==> src/rtl/rf_wb_writer_pkg.sv <==
// Shared widths and queue-entry type for the register-file write-back writer.
// Latency: n/a. Backpressure: n/a.
package rf_wb_writer_pkg;
    localparam int REG_W  = 5;
    localparam int DATA_W = 32;

    localparam logic [REG_W-1:0] REG_ZERO = '0;

    typedef struct packed {
        logic              live;
        logic [REG_W-1:0]  rd;
        logic [DATA_W-1:0] data;
    } q_entry_t;
endpackage

==> src/rtl/rfwb_queue.sv <==
// In-order circular buffer of mul/div results with kill-by-rd and a busy vector.
// Latency: push visible at head next cycle. Backpressure: caller must not push when full.
module rfwb_queue
    import rf_wb_writer_pkg::*;
#(
    parameter int DEPTH = 4
) (
    input  logic              clk,
    input  logic              rst_n,
    input  logic              push,
    input  logic [REG_W-1:0]  push_rd,
    input  logic [DATA_W-1:0] push_data,
    input  logic              pop,
    input  logic              kill_vld,
    input  logic [REG_W-1:0]  kill_rd,
    output q_entry_t          head,
    output logic              full,
    output logic              empty,
    output logic [31:0]       busy
);
    localparam int PW = $clog2(DEPTH);
    localparam int CW = $clog2(DEPTH) + 1;

    q_entry_t        mem [DEPTH];
    logic [PW-1:0]   wr_ptr;
    logic [PW-1:0]   rd_ptr;
    logic [CW-1:0]   count;

    assign full  = (count == CW'(DEPTH));
    assign empty = (count == '0);
    assign head  = mem[rd_ptr];

    always_ff @(posedge clk or negedge rst_n) begin
        if (!rst_n) begin
            for (int i = 0; i < DEPTH; i++) mem[i] <= '0;
            wr_ptr <= '0;
            rd_ptr <= '0;
            count  <= '0;
        end else begin
            for (int i = 0; i < DEPTH; i++) begin
                if (kill_vld && mem[i].rd == kill_rd) mem[i].live <= 1'b0;
            end
            // Popped slots drop live so busy only ever sees occupied entries.
            if (pop) begin
                mem[rd_ptr].live <= 1'b0;
                rd_ptr           <= rd_ptr + PW'(1);
            end
            if (push) begin
                mem[wr_ptr] <= '{live: 1'b1, rd: push_rd, data: push_data};
                wr_ptr      <= wr_ptr + PW'(1);
            end
            if (push && !pop)      count <= count + CW'(1);
            else if (!push && pop) count <= count - CW'(1);
        end
    end

    always_comb begin
        busy = '0;
        for (int i = 0; i < DEPTH; i++) begin
            if (mem[i].live) busy[mem[i].rd] = 1'b1;
        end
        busy[0] = 1'b0;
    end
endmodule

==> src/rtl/rf_wb_writer.sv <==
// Merges WB writes (priority) and queued mul/div results onto the register-file write port.
// Latency: 1 cycle to rf_* outputs. Backpressure: md_ready = !full; WB is never stalled.
// Optional RFWB_BYPASS_EN adds combinational read bypass from the registered write port.
module rf_wb_writer
    import rf_wb_writer_pkg::*;
#(
    parameter int DEPTH = 4
) (
    input  logic        clk,
    input  logic        rst_n,
    input  logic        wb_valid,
    input  logic [4:0]  wb_rd,
    input  logic [31:0] wb_data,
    input  logic        md_valid,
    input  logic [4:0]  md_rd,
    input  logic [31:0] md_data,
    output logic        md_ready,
    output logic        rf_we,
    output logic [4:0]  rf_waddr,
    output logic [31:0] rf_wdata,
    output logic [31:0] busy
`ifdef RFWB_BYPASS_EN
    ,
    input  logic [4:0]  rd_a1,
    input  logic [4:0]  rd_a2,
    output logic        byp_hit1,
    output logic        byp_hit2,
    output logic [31:0] byp_data1,
    output logic [31:0] byp_data2
`endif
);
    logic     wb_we;
    logic     push;
    logic     pop;
    logic     q_full;
    logic     q_empty;
    q_entry_t head;

    assign wb_we    = wb_valid && (wb_rd != REG_ZERO);
    assign md_ready = !q_full;
    // An md result already overwritten by a same-cycle WB write is dropped.
    assign push     = md_valid && md_ready && (md_rd != REG_ZERO)
                      && !(wb_we && (md_rd == wb_rd));
    assign pop      = !wb_we && !q_empty;

    rfwb_queue #(.DEPTH(DEPTH)) u_queue (
        .clk       (clk),
        .rst_n     (rst_n),
        .push      (push),
        .push_rd   (md_rd),
        .push_data (md_data),
        .pop       (pop),
        .kill_vld  (wb_we),
        .kill_rd   (wb_rd),
        .head      (head),
        .full      (q_full),
        .empty     (q_empty),
        .busy      (busy)
    );

    always_ff @(posedge clk or negedge rst_n) begin
        if (!rst_n) begin
            rf_we    <= 1'b0;
            rf_waddr <= '0;
            rf_wdata <= '0;
        end else if (wb_we) begin
            rf_we    <= 1'b1;
            rf_waddr <= wb_rd;
            rf_wdata <= wb_data;
        end else if (pop && head.live) begin
            rf_we    <= 1'b1;
            rf_waddr <= head.rd;
            rf_wdata <= head.data;
        end else begin
            // Killed-head pops and idle cycles both waste the slot.
            rf_we    <= 1'b0;
        end
    end

`ifdef RFWB_BYPASS_EN
    assign byp_hit1  = rf_we && (rf_waddr == rd_a1) && (rd_a1 != REG_ZERO);
    assign byp_hit2  = rf_we && (rf_waddr == rd_a2) && (rd_a2 != REG_ZERO);
    assign byp_data1 = byp_hit1 ? rf_wdata : '0;
    assign byp_data2 = byp_hit2 ? rf_wdata : '0;
`endif
endmodule

==> config.mk <==
export PLATFORM = sky130hd
export DESIGN_NAME = rf_wb_writer
export DESIGN_NICKNAME = d
export VERILOG_FILES = /design/src/rtl/rf_wb_writer_pkg.sv /design/src/rtl/rfwb_queue.sv /design/src/rtl/rf_wb_writer.sv
export SDC_FILE = /design/constraint.sdc
export NUM_CORES = 1
export LEC_CHECK = 0
export ABC_AREA = 1
export CORE_MARGIN = 2
export CORE_UTILIZATION = 40
export CTS_BUF_LIST = sky130_fd_sc_hd__clkbuf_4 sky130_fd_sc_hd__clkbuf_8
export DETAILED_ROUTE_END_ITERATION = 8
export GPL_TIMING_DRIVEN = 0
export HOLD_SLACK_MARGIN = 0.12
export MAX_ROUTING_LAYER = met4
export PLACE_DENSITY = 0.7
export SLEW_MARGIN = 20
export SYNTH_ARGS = -nofsm -noshare
export SYNTH_HDL_FRONTEND = slang
export SYNTH_SLANG_ARGS = --single-unit
export TNS_END_PERCENT = 30
==> constraint.sdc <==
create_clock -name clk -period 2.9 [get_ports clk]
set_clock_uncertainty 0.15 [all_clocks]
set_input_delay 0.435 -clock clk [delete_from_list [all_inputs] [get_ports clk]]
set_output_delay 0.435 -clock clk [all_outputs]
set_load 0.05 [all_outputs]
-- Word-level counts from Yosys, hierarchy flattened
Index checks and enable logic that the tools add are counted.
- output and inout port bits: 71
- input port bits: 78
- logic and storage cells: 110
- register bits after elaboration: 197
- eq/ne operators: 6
- $add $sub $neg: 4
- bitwise gates (word level): 5
- muxes and demuxes: 35
- magnitude comparators: 12
- reductions and logical operators: 30
- operators by type and width (kind ; count):
    $bwmux W152 ; 2
    $mux W152 ; 2
    $mux W32 ; 6
    $demux W38 S2 ; 2
    $mux W38 ; 4
    $or A32 B32 Y32 ; 3
    $bmux W38 S2 ; 1
    $eq A5 B5 Y1 ; 5
    $lt A5 B6 Y1 const B ; 4
    $demux W1 S5 ; 4
    $ge A5 B1 Y1 const B ; 4
    $logic_and A1 B1 Y1 ; 19
    $mux W1 ; 10
    $mux W5 ; 2
    $reduce_bool A5 Y1 ; 2
    $ge A3 B3 Y1 const B ; 2
    $logic_not A1 Y1 ; 6
    $lt A3 B1 Y1 const B ; 2
    $mux W3 ; 2
    $not A2 Y3 ; 2
    $add A2 B1 Y2 const B ; 2
    $reduce_bool A2 Y1 ; 2
    $add A3 B1 Y3 const B ; 1
    $eq A3 B3 Y1 const B ; 1
    2 further kinds ; 2

-- Longest topological paths before layout
- depth in word-level cells: 11
- depth in mapped cells: 16

-- Cells and area by module
From an unflattened synthesis, not the netlist that was laid out.
- cells, all modules: 1377
- area total of the unflattened synthesis: 10380.0 um^2
- by module, submodules not included (module ; instances ; cells an instance ; area each (um^2)):
    rfwb_queue ; 1 ; 1115 ; 8358.0
    rf_wb_writer ; 1 ; 262 ; 2021.9

-- Worst setup path after synthesis
Ideal clock, no wire load.
- path kind: flip-flop to flip-flop
- start: register u_queue.count[0]
- end: register u_queue.count[2]
- library setup time: 124 ps
- arrival: 2601 ps
- buffers on the path: 1
- period minus slack after synthesis: 2875 ps
- data required time: 2626 ps
- cell stages (with the launch flop): 14
- path slack: 25 ps
- path through: dfrtp_1 > nor2_1 > nand2_1 > nand2_1 > a21oi_4 > clkbuf_1 > nand2_1 > inv_1 > ha_1 > inv_1 > fa_1 > a21oi_1 > o21ai_0 > xnor2_1
- cells in the longest elaborated chain, start to end: 8
- RTL lines (item ; line ; text):
    start: declaration ; rfwb_queue.sv:27 ; logic [CW-1:0] count;
    start signal: assignment ; rfwb_queue.sv:52 ; if (push && !pop) count <= count + CW'(1);
    start signal: assignment ; rfwb_queue.sv:53 ; else if (!push && pop) count <= count - CW'(1);
    $eq A3 B3 Y1 * ; rfwb_queue.sv:29 ; assign full = (count == CW'(DEPTH));
    $logic_not A1 Y1 * ; rf_wb_writer.sv:40 ; assign md_ready = !q_full;
    via md_ready ; rf_wb_writer.sv:17 ; output logic md_ready,
    $logic_and A1 B1 Y1 * (2 in a row) ; rf_wb_writer.sv:42 ; assign push = md_valid && md_ready && (md_rd != REG_ZERO)
    $logic_and A1 B1 Y1 * ; rf_wb_writer.sv:43 ; && !(wb_we && (md_rd == wb_rd));
    via push ; rf_wb_writer.sv:33 ; logic push;
    $logic_not A1 Y1 ; rfwb_queue.sv:53 ;
    $logic_and A1 B1 Y1 ; rfwb_queue.sv:53 ;
    $reduce_bool A2 Y1 (no line) ; - ;
Mark *: on every way through the listed nets, which the timed path passes. The rest lies on a longest branch. The select of a mux whose other input is x is not followed.
A chain may end at the register's enable or synchronous reset.

-- Worst setup path in the final report
- start: register u_queue.mem[147] in the netlist's numbering
- end: output busy[28]
- cells in the longest elaborated chain, start to end: 11
- RTL lines (item ; line ; text):
    start: declaration ; rfwb_queue.sv:24 ; q_entry_t mem [DEPTH];
    start signal: indexed assignment ; rfwb_queue.sv:49 ; mem[wr_ptr] <= '{live: 1'b1, rd: push_rd, data: push_data};
    $lt A5 B6 Y1 (implied by the code) or $ge A5 B1 Y1 (tied branches) ; rfwb_queue.sv:60 ; if (mem[i].live) busy[mem[i].rd] = 1'b1;
    $logic_and A1 B1 Y1 (implied by the code) ; rfwb_queue.sv:60 ;
    $mux W1 (implied by the code) ; rfwb_queue.sv:60 ;
    $demux W1 S5 * ; - ;
    $mux W32 * ; rfwb_queue.sv:60 ;
    $or A32 B32 Y32 (no line) ; - ;
    $mux W32 * ; rfwb_queue.sv:60 ;
    $or A32 B32 Y32 (no line) ; - ;
    $mux W32 * ; rfwb_queue.sv:60 ;
    $or A32 B32 Y32 (no line) ; - ;
    $mux W32 * ; rfwb_queue.sv:60 ;
    end: declaration ; rf_wb_writer.sv:21 ; output logic [31:0] busy
Mark *: on every way between the ends. The rest lies on a longest branch, timed or not.

==> impl_metrics.csv <==
group,metric,value,unit
placed_design,io_buffers,142,
timing,worst_pin_slew,0.884,ns
critical_path,required,2.32,ns
floorplanning,rows,61,
cells_and_area,drive_above_1_share,9.05,%
cells_and_area,fillers,2722,
floorplanning,die-area,29100,sq um
cells_and_area,multiInputGateArea,5150,sq um
routing,drcViolationCount,2,
clock_tree,cts_max_level,4,
grt,grt_pass1_wl,62.5,mm
routing,drt_iter0_markers,1439,
critical_path,cp_max_fo,7,
routing,drtPass1Iterations,9,
synth,yosys_warnings,0,
timing,fmax,339,MHz
grt,track_usage,28.7,%
synth,ys_ff_latch,197,
timing,maxSlewViolCount,0,
run_status,violations,"DRC, setup timing",
routing,num_vias,11400,
critical_path,critPathCaptureType,"output port",
pwr,power_leakage,6.36,nW
routing,drt_wl_total,40.1,mm
floorplanning,fp.coreArea,27600,sq um
clock_tree,clock-sinks,197,
timing,setup_viol,4,
clock_tree,clock_latency,0.49,ns
placed_design,placed_area,13100,sq um
timing,rsz0062_at_grt,"true",
cells_and_area,seqCellArea,4930,sq um
synth,synth_nets,1528,
placed_design,dp_slack,-0.650,ns
floorplanning,start_util,40.3,%
synth,syn_area,11100,sq um
run,maxCapViolCount,0,
clock_tree,root_buffer,"clkbuf_8",
floorplanning,io_pins,149,
cells_and_area,final_area,13400,sq um
pwr,powerDensity,1130,nW/um^2
timing,hold_viol_final,0,
cells_and_area,layout.nets,1689,
grt,antenna_found_initial,2,
pwr,ir_drop,0.000524,V
floorplanning,die_w,171,um
pwr,finalPower,0.0151,W
critical_path,start_kind,"flip-flop",
routing,routed_via_density,5.73,
run_status,status,"complete, but fails checks",
placed_design,placed_cells,1962,
timing,finalCritPeriodShare,102,%
timing,worst_slack,-0.0518,ns
timing,relSlewSlack,41.0,%
floorplanning,die_h,171,um
routing,wl_per_cell,20.1,um
placed_design,dp_hpwl,28.8,mm
min_path,hp-class,"input pin to flip-flop",
clock_tree,clk_pin_slew,0.11,ns
grt,grt_pass1_vias,10700,
clock_tree,clock_path_buffers,2,
synth,syn_inst,1440,
clock_tree,cts_tree,"built",
critical_path,cp.arrival,2.37,ns
critical_path,crit_type,"flip-flop to output port",
cells_and_area,syn_to_final_growth,20.9,%
synth,syn_area_per_cell,7.71,sq um
synth,yosysSeqAreaShare,44.4,%
timing,min_period,2.95,ns
routing,ant_nets,0,
synth,yosysUniqueCellTypes,35,
cells_and_area,final_cells,1993,
placed_design,gp_congestion,0.952,
grt,grt_overflow_total,0,
grt,grt_max_degree,90,
clock_tree,cts_buffers,17,
## metal layers
metal	up-vias	global-route usage (%)	wire length, um
met4	0	8.70	892
li1	5249	-	-
met1	5500	40.7	17500
met5	-	-	0
met2	601	42.1	18000
met3	65	5.00	3730
## cell usage after synthesis
| cell | count | area, sq um |
|---|---|---|
| o221ai_1 | 31 | 272 |
| o22a_1 | 15 | 131 |
| nor3_1 | 11 | 55.1 |
| mux2_2 | 1 | 11.3 |
| buf_4 | 16 | 120 |
| a21oi_4 | 1 | 16.3 |
| o21ai_0 | 47 | 235 |
| nor2_2 | 1 | 6.26 |
| nand3_2 | 1 | 10.0 |
| clkinv_1 | 1 | 3.75 |
| a31oi_1 | 32 | 200 |
| a21oi_1 | 58 | 290 |
| nand4_1 | 153 | 957 |
| dfrtp_1 | 197 | 4930 |
| nand3_1 | 95 | 475 |
| nand2_4 | 1 | 11.3 |
| xnor2_1 | 4 | 35.0 |
| ha_1 | 9 | 113 |
| buf_2 | 36 | 180 |
| clkbuf_1 | 56 | 210 |
| inv_1 | 103 | 387 |
| nand3_4 | 1 | 17.5 |
| nor2_1 | 58 | 218 |
| nand2_1 | 435 | 1630 |
| fa_1 | 1 | 20.0 |
| o22ai_2 | 1 | 12.5 |
| o211ai_1 | 32 | 240 |
| inv_2 | 4 | 15.0 |
| o22ai_1 | 2 | 12.5 |
| xor2_1 | 18 | 158 |
| buf_1 | 8 | 30.0 |
| conb_1 | 1 | 3.75 |
| o21ai_1 | 1 | 5.00 |
| buf_6 | 8 | 90.1 |
| clkbuf_2 | 1 | 5.00 |
## cell usage in the layout (no fill, tap or decap), types with 19 or more instances in the layout
cell,Yosys,final
clkbuf_1,56,47
buf_4,16,19
clkdlybuf4s50_1,0,107
o21ai_0,47,47
o211ai_1,32,32
nand2_1,435,435
nor2_1,58,58
dfrtp_1,197,193
nand4_1,153,153
a21oi_1,58,58
inv_1,103,103
buf_2,36,35
nand3_1,95,95
o221ai_1,31,31
clkdlybuf4s15_2,0,19
a31oi_1,32,32
## metrics by stage
step           util, %  hold WS (ns)   TNS, ns
2_1_floorplan        -       -0.0106         0
3_3_place_gp      47.2         0.299  -1402.80
3_5_place_dp      47.4         0.160     -2.37
4_1_cts           48.8         0.183   -0.0156
5_1_grt           48.7         0.193    -0.906
6_report          48.7         0.190   -0.0928
## kinds of logic (layout without fill, tap and decap cells)
group                    after synthesis  count (layout)  synth area share, %
AND/OR/NAND/NOR                      756             756                 30.5
buffers and inverters                233             406                 9.37
AO/OA/AOI/OAI                        220             220                 12.7
flip-flops                           197             197                 44.4
XOR/XNOR                              22              22                 1.73
adder cells (fa/ha/maj)               10              10                 1.19
other                                  1               3               0.0338
multiplexers                           1               1                0.101
## flip-flops by register name (all words and copies together), names as in the netlist
signal and flops:
rf_wdata 32, rf_we 1, u_queue.rd_ptr 2, rf_waddr 5, u_queue.count 3, u_queue.mem 152, u_queue.wr_ptr 2
## worst max-delay path, cell delays in order (launching register included)
cell and delay [ns]:
dfrtp_1 0.46, inv_1 0.15, nand3_1 0.37, o22a_1 0.35, o221ai_1 0.10, clkdlybuf4s15_2 0.43
## report_power, final
part / switching (W) / internal, W
Sequential: 0.000923 / 0.00404
Clock: 0.00105 / 0.000635
Combinational: 0.00595 / 0.00255
Total: 0.00792 / 0.00723
## area by class of cell
type,count,area share [%]
multi-input cells,1010,38.3
flip-flops and latches,197,36.7
repair buffers,148,11.1
plain buffers,119,4.62
well taps,378,3.52
inverters,108,3.02
clock buffers,19,1.90
clock inverters,12,0.717
diodes,2,0.0373
## final timing paths
check                                              from                            to  slack (ns)  depth (start not counted)
max in group asynchronous                         rst_n   u_queue.mem[34]$_DFFE_PN0P_        1.19                          4
min in group asynchronous                         rst_n      rf_wdata[21]$_DFFE_PN0P_        0.24                          2
hold / removal                                 wb_rd[0]       rf_waddr[0]$_DFFE_PN0P_        0.19                          3
hold reg to reg            u_queue.mem[137]$_DFFE_PN0P_  u_queue.mem[137]$_DFFE_PN0P_        0.33                          2
setup reg to reg           u_queue.count[1]$_DFFE_PN0P_  u_queue.count[2]$_DFFE_PN0P_        0.17                         13
setup / recovery           u_queue.mem[147]$_DFFE_PN0P_                      busy[28]       -0.05                          5
## what timing repair did
item	4_1_cts	5_1_grt
endpoints found under the hold margin	119	0
hold buffers	1	0
pin swaps	0	1
setup endpoints to repair	33	31
gates resized for setup	77	27
setup buffers	0	3
Power figures use the tool's default switching activity.
